### config.mk
export PLATFORM = sky130hd
export DESIGN_NAME = exec_core_flat
export DESIGN_NICKNAME = d
export VERILOG_FILES = /design/src/rtl/exec_pkg.sv /design/src/rtl/exec_core_if.sv /design/src/rtl/exec_core_alu.sv /design/src/rtl/exec_core.sv /design/src/flat_wrapper.sv
export SDC_FILE = /design/constraint.sdc
export NUM_CORES = 2
export LEC_CHECK = 0
export CELL_PAD_IN_SITES_DETAIL_PLACEMENT = 1
export CELL_PAD_IN_SITES_GLOBAL_PLACEMENT = 1
export CORE_ASPECT_RATIO = 2
export CORE_UTILIZATION = 54
export CTS_CLUSTER_DIAMETER = 40
export CTS_CLUSTER_SIZE = 40
export DETAILED_ROUTE_END_ITERATION = 8
export GPL_TIMING_DRIVEN = 0
export PLACE_DENSITY = 0.89
export SLEW_MARGIN = 0
export SYNTH_ARGS = -nofsm -noshare
export SYNTH_HDL_FRONTEND = slang
export SYNTH_SLANG_ARGS = --single-unit
### constraint.sdc
create_clock -name clk -period 5.13 [get_ports clk]
set_input_delay 1.026 -clock clk [delete_from_list [all_inputs] [get_ports clk]]
set_output_delay 1.026 -clock clk [all_outputs]
set_load 0.03 [all_outputs]
### src/rtl/exec_pkg.sv
// rtl/exec_pkg.sv - shared types and constants for the exec_core datapath
package exec_pkg;

  typedef enum logic [1:0] {
    ST_IDLE,
    ST_READ,
    ST_EXEC,
    ST_WRITE
  } exec_state_t;

  typedef enum logic [2:0] {
    OP_ADD,
    OP_SUB,
    OP_AND,
    OP_OR,
    OP_XOR,
    OP_SLL,
    OP_SRL,
    OP_SLT
  } alu_op_t;

  localparam logic MODE_IMM = 1'b0;
  localparam logic MODE_REG = 1'b1;

endpackage

### src/rtl/exec_core_if.sv
// rtl/exec_core_if.sv - instruction handshake and result bus of exec_core
interface exec_core_if #(
  parameter int WIDTH = 32,
  parameter int RA    = 5
);
  logic             in_valid;
  logic             in_ready;
  logic             mode;
  logic [2:0]       opcode;
  logic [RA-1:0]    rd;
  logic [RA-1:0]    rs1;
  logic [RA-1:0]    rs2;
  logic [11:0]      imm12;
  logic             out_valid;
  logic [WIDTH-1:0] out_data;
  logic [RA-1:0]    out_rd;

  modport master (
    output in_valid, mode, opcode, rd, rs1, rs2, imm12,
    input  in_ready, out_valid, out_data, out_rd
  );

  modport slave (
    input  in_valid, mode, opcode, rd, rs1, rs2, imm12,
    output in_ready, out_valid, out_data, out_rd
  );
endinterface

### src/rtl/exec_core_alu.sv
// rtl/exec_core_alu.sv - combinational ALU, all results modulo 2^WIDTH
module exec_alu
  import exec_pkg::*;
#(
  parameter int WIDTH = 32
) (
  input  alu_op_t          op,
  input  logic [WIDTH-1:0] a,
  input  logic [WIDTH-1:0] b,
  output logic [WIDTH-1:0] y
);
  localparam int SW = $clog2(WIDTH);

  logic [SW-1:0] shamt;
  logic          lt;

  assign shamt = b[SW-1:0];
  assign lt    = $signed(a) < $signed(b);

  always_comb begin
    y = '0;
    case (op)
      OP_ADD:  y = a + b;
      OP_SUB:  y = a - b;
      OP_AND:  y = a & b;
      OP_OR:   y = a | b;
      OP_XOR:  y = a ^ b;
      OP_SLL:  y = a << shamt;
      OP_SRL:  y = a >> shamt;
      OP_SLT:  y = {{(WIDTH-1){1'b0}}, lt};
      default: y = '0;
    endcase
  end
endmodule

### src/rtl/exec_core.sv
// rtl/exec_core.sv - 4-state RV32-style execute core with register file and result bus
module exec_core
  import exec_pkg::*;
#(
  parameter int WIDTH = 32,
  parameter int NREGS = 32,
  parameter int RA    = $clog2(NREGS)
) (
  input  logic             clk,
  input  logic             rst,
  exec_core_if.slave       bus,
  input  logic [RA-1:0]    dbg_addr,
  output logic [WIDTH-1:0] dbg_data,
  output logic [7:0]       led
);
  exec_state_t      state, state_nxt;
  logic             accept, load_ops, load_res, wr_en;
  logic             mode_q;
  alu_op_t          op_q;
  logic [RA-1:0]    rd_q, rs1_q, rs2_q;
  logic [11:0]      imm_q;
  logic [WIDTH-1:0] imm_sext, opnd_b, op_a, op_b, alu_y, res_q;
  logic [RA-1:0]    res_rd_q;
  logic [WIDTH-1:0] regs [NREGS];

  assign accept = bus.in_valid && bus.in_ready;

  always_ff @(posedge clk or negedge rst) begin
    if (!rst) state <= ST_IDLE;
    else      state <= state_nxt;
  end

  always_comb begin
    state_nxt = state;
    case (state)
      ST_IDLE:  if (accept) state_nxt = ST_READ;
      ST_READ:  state_nxt = ST_EXEC;
      ST_EXEC:  state_nxt = ST_WRITE;
      ST_WRITE: state_nxt = ST_IDLE;
      default:  state_nxt = ST_IDLE;
    endcase
  end

  always_comb begin
    bus.in_ready  = 1'b0;
    bus.out_valid = 1'b0;
    load_ops      = 1'b0;
    load_res      = 1'b0;
    case (state)
      ST_IDLE:  bus.in_ready  = 1'b1;
      ST_READ:  load_ops      = 1'b1;
      ST_EXEC:  load_res      = 1'b1;
      ST_WRITE: bus.out_valid = 1'b1;
      default:  ;
    endcase
  end

  // rs2 is zeroed in immediate mode so an undriven field never reaches the datapath
  always_ff @(posedge clk or negedge rst) begin
    if (!rst) begin
      mode_q <= MODE_IMM;
      op_q   <= OP_ADD;
      rd_q   <= '0;
      rs1_q  <= '0;
      rs2_q  <= '0;
      imm_q  <= '0;
    end else if (accept) begin
      mode_q <= bus.mode;
      op_q   <= alu_op_t'(bus.opcode);
      rd_q   <= bus.rd;
      rs1_q  <= bus.rs1;
      rs2_q  <= (bus.mode == MODE_REG) ? bus.rs2 : '0;
      imm_q  <= bus.imm12;
    end
  end

  assign imm_sext = WIDTH'($signed(imm_q));
  assign opnd_b   = (mode_q == MODE_REG) ? regs[rs2_q] : imm_sext;

  always_ff @(posedge clk or negedge rst) begin
    if (!rst) begin
      op_a <= '0;
      op_b <= '0;
    end else if (load_ops) begin
      op_a <= regs[rs1_q];
      op_b <= opnd_b;
    end
  end

  exec_alu #(.WIDTH(WIDTH)) u_alu (
    .op (op_q),
    .a  (op_a),
    .b  (op_b),
    .y  (alu_y)
  );

  always_ff @(posedge clk or negedge rst) begin
    if (!rst) begin
      res_q    <= '0;
      res_rd_q <= '0;
    end else if (load_res) begin
      res_q    <= alu_y;
      res_rd_q <= rd_q;
    end
  end

  // register 0 is never written, so every read of it returns 0
  assign wr_en = (state == ST_WRITE) && (rd_q != '0);

  always_ff @(posedge clk or negedge rst) begin
    if (!rst) begin
      for (int i = 0; i < NREGS; i++) regs[i] <= '0;
    end else if (wr_en) begin
      regs[rd_q] <= res_q;
    end
  end

  assign bus.out_data = res_q;
  assign bus.out_rd   = res_rd_q;
  assign led          = res_q[7:0];
  assign dbg_data     = (dbg_addr == '0) ? '0 : regs[dbg_addr];
endmodule

### src/flat_wrapper.sv
// flat-port wrapper written by rule: the top's interface ports become plain ports
module exec_core_flat import exec_pkg::*;
#(
  parameter int WIDTH = 32,
  parameter int NREGS = 32,
  parameter int RA    = $clog2(NREGS)
)
  (clk, rst, dbg_addr, dbg_data, led, bus_in_valid, bus_mode, bus_opcode, bus_rd, bus_rs1, bus_rs2, bus_imm12, bus_in_ready, bus_out_valid, bus_out_data, bus_out_rd);
  exec_core_if #(.WIDTH(WIDTH), .RA(RA)) bus_i ();
  input  logic clk;
  input  logic rst;
  input  logic [RA-1:0] dbg_addr;
  output logic [WIDTH-1:0] dbg_data;
  output logic [7:0] led;
  input wire logic [$bits(bus_i.in_valid)-1:0] bus_in_valid;
  input wire logic [$bits(bus_i.mode)-1:0] bus_mode;
  input wire logic [$bits(bus_i.opcode)-1:0] bus_opcode;
  input wire logic [$bits(bus_i.rd)-1:0] bus_rd;
  input wire logic [$bits(bus_i.rs1)-1:0] bus_rs1;
  input wire logic [$bits(bus_i.rs2)-1:0] bus_rs2;
  input wire logic [$bits(bus_i.imm12)-1:0] bus_imm12;
  output wire logic [$bits(bus_i.in_ready)-1:0] bus_in_ready;
  output wire logic [$bits(bus_i.out_valid)-1:0] bus_out_valid;
  output wire logic [$bits(bus_i.out_data)-1:0] bus_out_data;
  output wire logic [$bits(bus_i.out_rd)-1:0] bus_out_rd;
  assign bus_i.in_valid = bus_in_valid;
  assign bus_i.mode = bus_mode;
  assign bus_i.opcode = bus_opcode;
  assign bus_i.rd = bus_rd;
  assign bus_i.rs1 = bus_rs1;
  assign bus_i.rs2 = bus_rs2;
  assign bus_i.imm12 = bus_imm12;
  assign bus_in_ready = bus_i.in_ready;
  assign bus_out_valid = bus_i.out_valid;
  assign bus_out_data = bus_i.out_data;
  assign bus_out_rd = bus_i.out_rd;
  exec_core #(.WIDTH(WIDTH), .NREGS(NREGS), .RA(RA)) u_core (.clk(clk), .rst(rst), .bus(bus_i), .dbg_addr(dbg_addr), .dbg_data(dbg_data), .led(led));
endmodule
==> results of run 1 <==
logic make-up after synthesis:
kind of cell | Yosys count | share of synthesized area (%)
multiplexers | 2125 | 46.6
AO/OA/AOI/OAI | 636 | 5.40
AND/OR/NAND/NOR | 618 | 3.62
buffers and inverters | 709 | 3.74
XOR/XNOR | 15 | 0.176
flip-flops | 1158 | 38.7
adder cells (fa/ha/maj) | 103 | 1.74
metrics by stage:
step	setup TNS [ns]	hold slack, ns	cell area, um2	util (%)
floorplan	0	0.458	74800	-
global placement	-	0.469	78300	57.1
detailed placement	-51.10	0.489	78600	57.3
CTS	0	0.168	83300	60.7
layer usage:
metal | overflow | track usage [%]
met5 | 20 | 31.9
met4 | 653 | 83.7
met3 | 57 | 60.3
met2 | 1193 | 96.3
met1 | 34 | 75.6
cell usage after synthesis, types with 7 or more instances:
master	number	area share, %
xnor2_1	13	0.15
buf_1	86	0.43
a31oi_1	19	0.16
buf_4	13	0.13
a21oi_1	181	1.2
nand3_1	29	0.19
o211ai_1	40	0.40
nor2_1	245	1.2
a221oi_1	11	0.13
inv_1	108	0.54
nand2b_1	11	0.092
a21o_1	21	0.21
nand4_1	12	0.10
o21ai_0	179	1.2
ha_1	101	1.7
a211oi_1	27	0.27
mux4_2	987	30
nand2_1	213	1.1
or3_1	7	0.059
nor3_1	33	0.22
o31ai_1	11	0.11
o2111ai_1	9	0.11
dfrtp_1	1158	39
nor4_1	13	0.11
nor2b_1	12	0.10
buf_2	61	0.41
a22oi_1	14	0.14
clkbuf_1	435	2.2
mux2_2	991	15
o22ai_1	23	0.19
o21bai_1	15	0.15
mux2i_1	146	2.0
repair_timing:
action / CTS
setup buffers: 2
setup endpoints to repair: 58
hold buffers: 0
pin swaps: 2
gates resized for setup: 222
==> out/qor.txt, run 1 <==
Number of port buffers - 114
Synth async-reset ratio - 100%
Err - [ERROR GRT-0116] Global routing finished with congestion. Check the congestion regions in the DRC Viewer.
Most used DFF post-synth - dfrtp_1
Num Clock Sinks - 1158
Avg Cell Area, Syn - 13.9 um2
First-pass GRT wire length - 782000 um
Synthesized instance count - 5364
H-tree levels - 3
Number of I/O pins - 118
DP Wirelength - 305000 um
Status - stopped before the end
CTS buffer count - 114
GP Congestion - 1.13
GRT Resource Usage Total - 78.2%
DP Worst Slack - -1.39 ns
Largest net degree at the start of global routing - 172
Syn Nets - 5506
FF+latch count, synth - 1158
Vias in the first global route - 83700
Root Buffer - clkbuf_16
Placed cell count - 7337
Warnings from Yosys - 0
Die W - 265 um
Netlist cell types - 89
# rows - 192
EDFF count, synth - 0
Stopped at - global routing (5_1_grt)
Synth Cell Area - 74800 um2
Gr ovfl total - 1957
Clock Tree Buf Depth - 3
Starting Density - 54.5%
Die height - 528 um
Seq/Total Area, Yosys - 38.7%
==> run 2, diff against run 1 <==
CELL_PAD_IN_SITES_DETAIL_PLACEMENT = unset   (was 1)
CELL_PAD_IN_SITES_GLOBAL_PLACEMENT = unset   (was 1)
CORE_ASPECT_RATIO = unset   (was 2)
CORE_UTILIZATION = 40   (was 54)
CTS_CLUSTER_DIAMETER = unset   (was 40)
CTS_CLUSTER_SIZE = unset   (was 40)
PLACE_DENSITY = unset   (was 0.89)
PLACE_DENSITY_LB_ADDON = 0.15   (was unset)
==> out/qor.txt, run 2 <==
Status - finished, violations left (was stopped before the end)
Violated checks - max-capacitance violations, max-slew violations, negative setup slack
Num Clock Sinks - 1158 (unchanged)
Worst-path cell chain - clkbuf_1 > buf_1 > mux2i_1 > nor2_1 > clkdlybuf4s50_1
Met2 Usage GRT - 54.0%
Critical path class - primary input to output pin
CTS buffer count - 143 (was 114)
Final #Nets - 5785
GP Congestion - 1.10 (was 1.13)
Fill cell count - 16700
# hold bufs at CTS - 0 (unchanged)
Reg-to-Reg Start - u_core.op_b[3]
Starting Density - 40.3% (was 54.5%)
Final hold violation count - 0
Req. time, crit path - 4.10 ns
Clock slew at reported path FFs - 0.05 ns
Fin worst setup slack - -0.0567 ns
H-tree levels - 4 (was 3)
Clock skew - 0.0595 ns
Largest net degree at the start of global routing - 167
Period utilisation layout - 101%
Overall Power - 59.5 mW
Final ANT Viol Nets - 0
Critical-path maximum fanout - 10
Final setup fails - 2
Warnings from Yosys - 0 (unchanged)
Share of cells above drive strength 1 - 42.5%
Gr ovfl total - 0
Multi-input gate area - 43100 um2
DP Worst Slack - -1.75 ns (was -1.39 ns)
Die W - 435 um (was 265 um)
WL final - 344000 um
Grt met3 use - 12.9%
Unrepaired setup endpoints after global routing - no
Count leader, synth - dfrtp_1 (unchanged)
P_leak - 35.3 nW
Drt pass-1 iters - 8
CTS tree - done
Drt via density - 6.93
Synth area leaders - dfrtp_1 39%, mux4_2 30%, mux2_2 15% (unchanged)
Die height - 435 um (was 528 um)
FF+latch count, synth - 1158 (unchanged)
HP Class - primary input to async pin
Number of port buffers - 114 (unchanged)
Peak Freq - 0.193 GHz
First-pass GRT wire length - 469000 um
Slew Limit Fails - 154
Netlist cell types - 89 (unchanged)
Clk_lat worst skew - 0.84 ns
Syn Nets - 5506 (unchanged)
Root Buffer - clkbuf_16 (unchanged)
Max-slew headroom - -8.48%
Die area - 189000 um2
Register Area - 29000 um2
Maximum VDD drop - 0.525 mV
Max reg flops - 1024
Critical Path End Type - output pin
Hold WS - 0.113 ns
Routed wire per std cell - 41.8 um
Layer carrying the most global-route usage - met2
Clock Tree Buf Depth - 3 (unchanged)
Commonest non-fill, non-tap cell in the layout - dfrtp_1
Area Overhead vs Synth - 13.1%
Min Tclk post-route - 5.19 ns
Initial DRC count - 7684
CP arrival - 4.16 ns
Max incr delay on CP - 1.18 ns
Synth Cell Area - 74800 um2 (unchanged)
Most used DFF post-synth - dfrtp_1 (unchanged)
Avg Cell Area, Syn - 13.9 um2 (unchanged)
Yosys top cell by area - dfrtp_1 (unchanged)
Synthesized instance count - 5364 (unchanged)
R2r setup slk - 0.02 ns
Seq/Total Area, Yosys - 38.7% (unchanged)
Synth async-reset ratio - 100% (unchanged)
# rows - 158 (was 192)
Max Cap Violations - 16
Most flop-heavy register - u_core.regs
List of most frequent post-synthesis cells - 1158 x dfrtp_1, 991 x mux2_2, 987 x mux4_2, 435 x clkbuf_1, 245 x nor2_1 (unchanged)
Antenna violations before repair - 18
Most frequent cells in the layout - 1158 x dfrtp_1, 991 x mux2_2, 987 x mux4_2
Final routed DRC violation total - 0
Pwr Density - 703 nW/um2
Synth top area share - 38.7% (unchanged)
Total core area - 186000 um2
Final Util - 45.6%
Grt met1 use - 45.4%
Worst Max-Slew Pin Slew - 1.63 ns
R2R depth - 13
GRT Resource Usage Total - 36.6%
Startpoint class of the critical path - primary input
Reg-to-Reg End - u_core.bus.out_data[30]
Vias in the first global route - 56300
DP Wirelength - 250000 um (was 305000 um)
Number of I/O pins - 118 (unchanged)
EDFF count, synth - 0 (unchanged)
Routed via count - 57100
Critical-path top delay cell - buf_1
-- run 2: repair_timing --
item,in CTS,in global routing
setup endpoints to repair,47,17
resized for setup,161,14
setup buffers,0,3
pin swaps,0,1
-- run 2: worst max-delay path, delay by kind of cell --
family        cells  cell delay [ns]
buf+inv           3             2.47
mux               1             0.45
simple gates      1             0.18
-- run 2: worst max-delay path by stage --
stage | startpoint | end
after global routing | u_core.op_b[1] | u_core.bus.out_data[27]
after floorplan | dbg_addr[0] | dbg_data[10]
after global placement | rst | u_core.regs[15]
after detailed placement | dbg_addr[0] | dbg_data[21]
after CTS | dbg_addr[0] | dbg_data[5]
final | dbg_addr[4] | dbg_data[1]
-- run 2: routing by layer --
metal  vias to the layer above  part of all wire (%)
met5                         -                 0.065
met4                        16                   7.8
met3                      1110                    11
met2                      3826                    44
met1                     30500                    37
li1                      21600                     -
-- run 2: area by class of cell --
class                           instances  area share (%)
Timing Repair Buffer                  135            1.88
Sequential cell                      1158            34.2
Clock inverter                         34           0.461
Buffer                                596            3.21
Inverter                              112           0.497
Multi-Input combinational cell       3497            51.0
Antenna cell                            9          0.0266
Clock buffer                          217            5.06
Tap cell                             2480            3.67
-- run 2: logic make-up (layout without fill, tap and decap cells) --
| group | count (synthesis) | in the layout | share of synthesized area (%) |
|---|---|---|---|
| adders and majority gates | 103 | 103 | 1.74 |
| muxes | 2125 | 2125 | 46.6 |
| other | 0 | 9 | 0 |
| buffers and inverters | 709 | 1094 | 3.74 |
| xor gates and xnor gates | 15 | 15 | 0.176 |
| AOI/OAI and AO/OA | 636 | 636 | 5.40 |
| and+or+nand+nor | 618 | 618 | 3.62 |
| DFF | 1158 | 1158 | 38.7 |
-- run 2: report_power, final --
part	switching [mW]	total, mW	internal (mW)
Combinational	19.4	32.7	13.3
Sequential	4.06	16.5	12.5
Clock	4.33	10.3	5.96
-- run 2: per-stage QoR --
stage / std cells / area (um2) / setup TNS [ns]
2_1_floorplan: 5364 / 74800 / 0
3_3_place_gp: 7958 / 79100 / -
3_5_place_dp: 7971 / 79500 / -44.53
4_1_cts: 8221 / 84500 / -0.00185
5_1_grt: 8229 / 84600 / 0
6_report: 8238 / 84600 / -0.0803
Power figures use the tool's default switching activity.
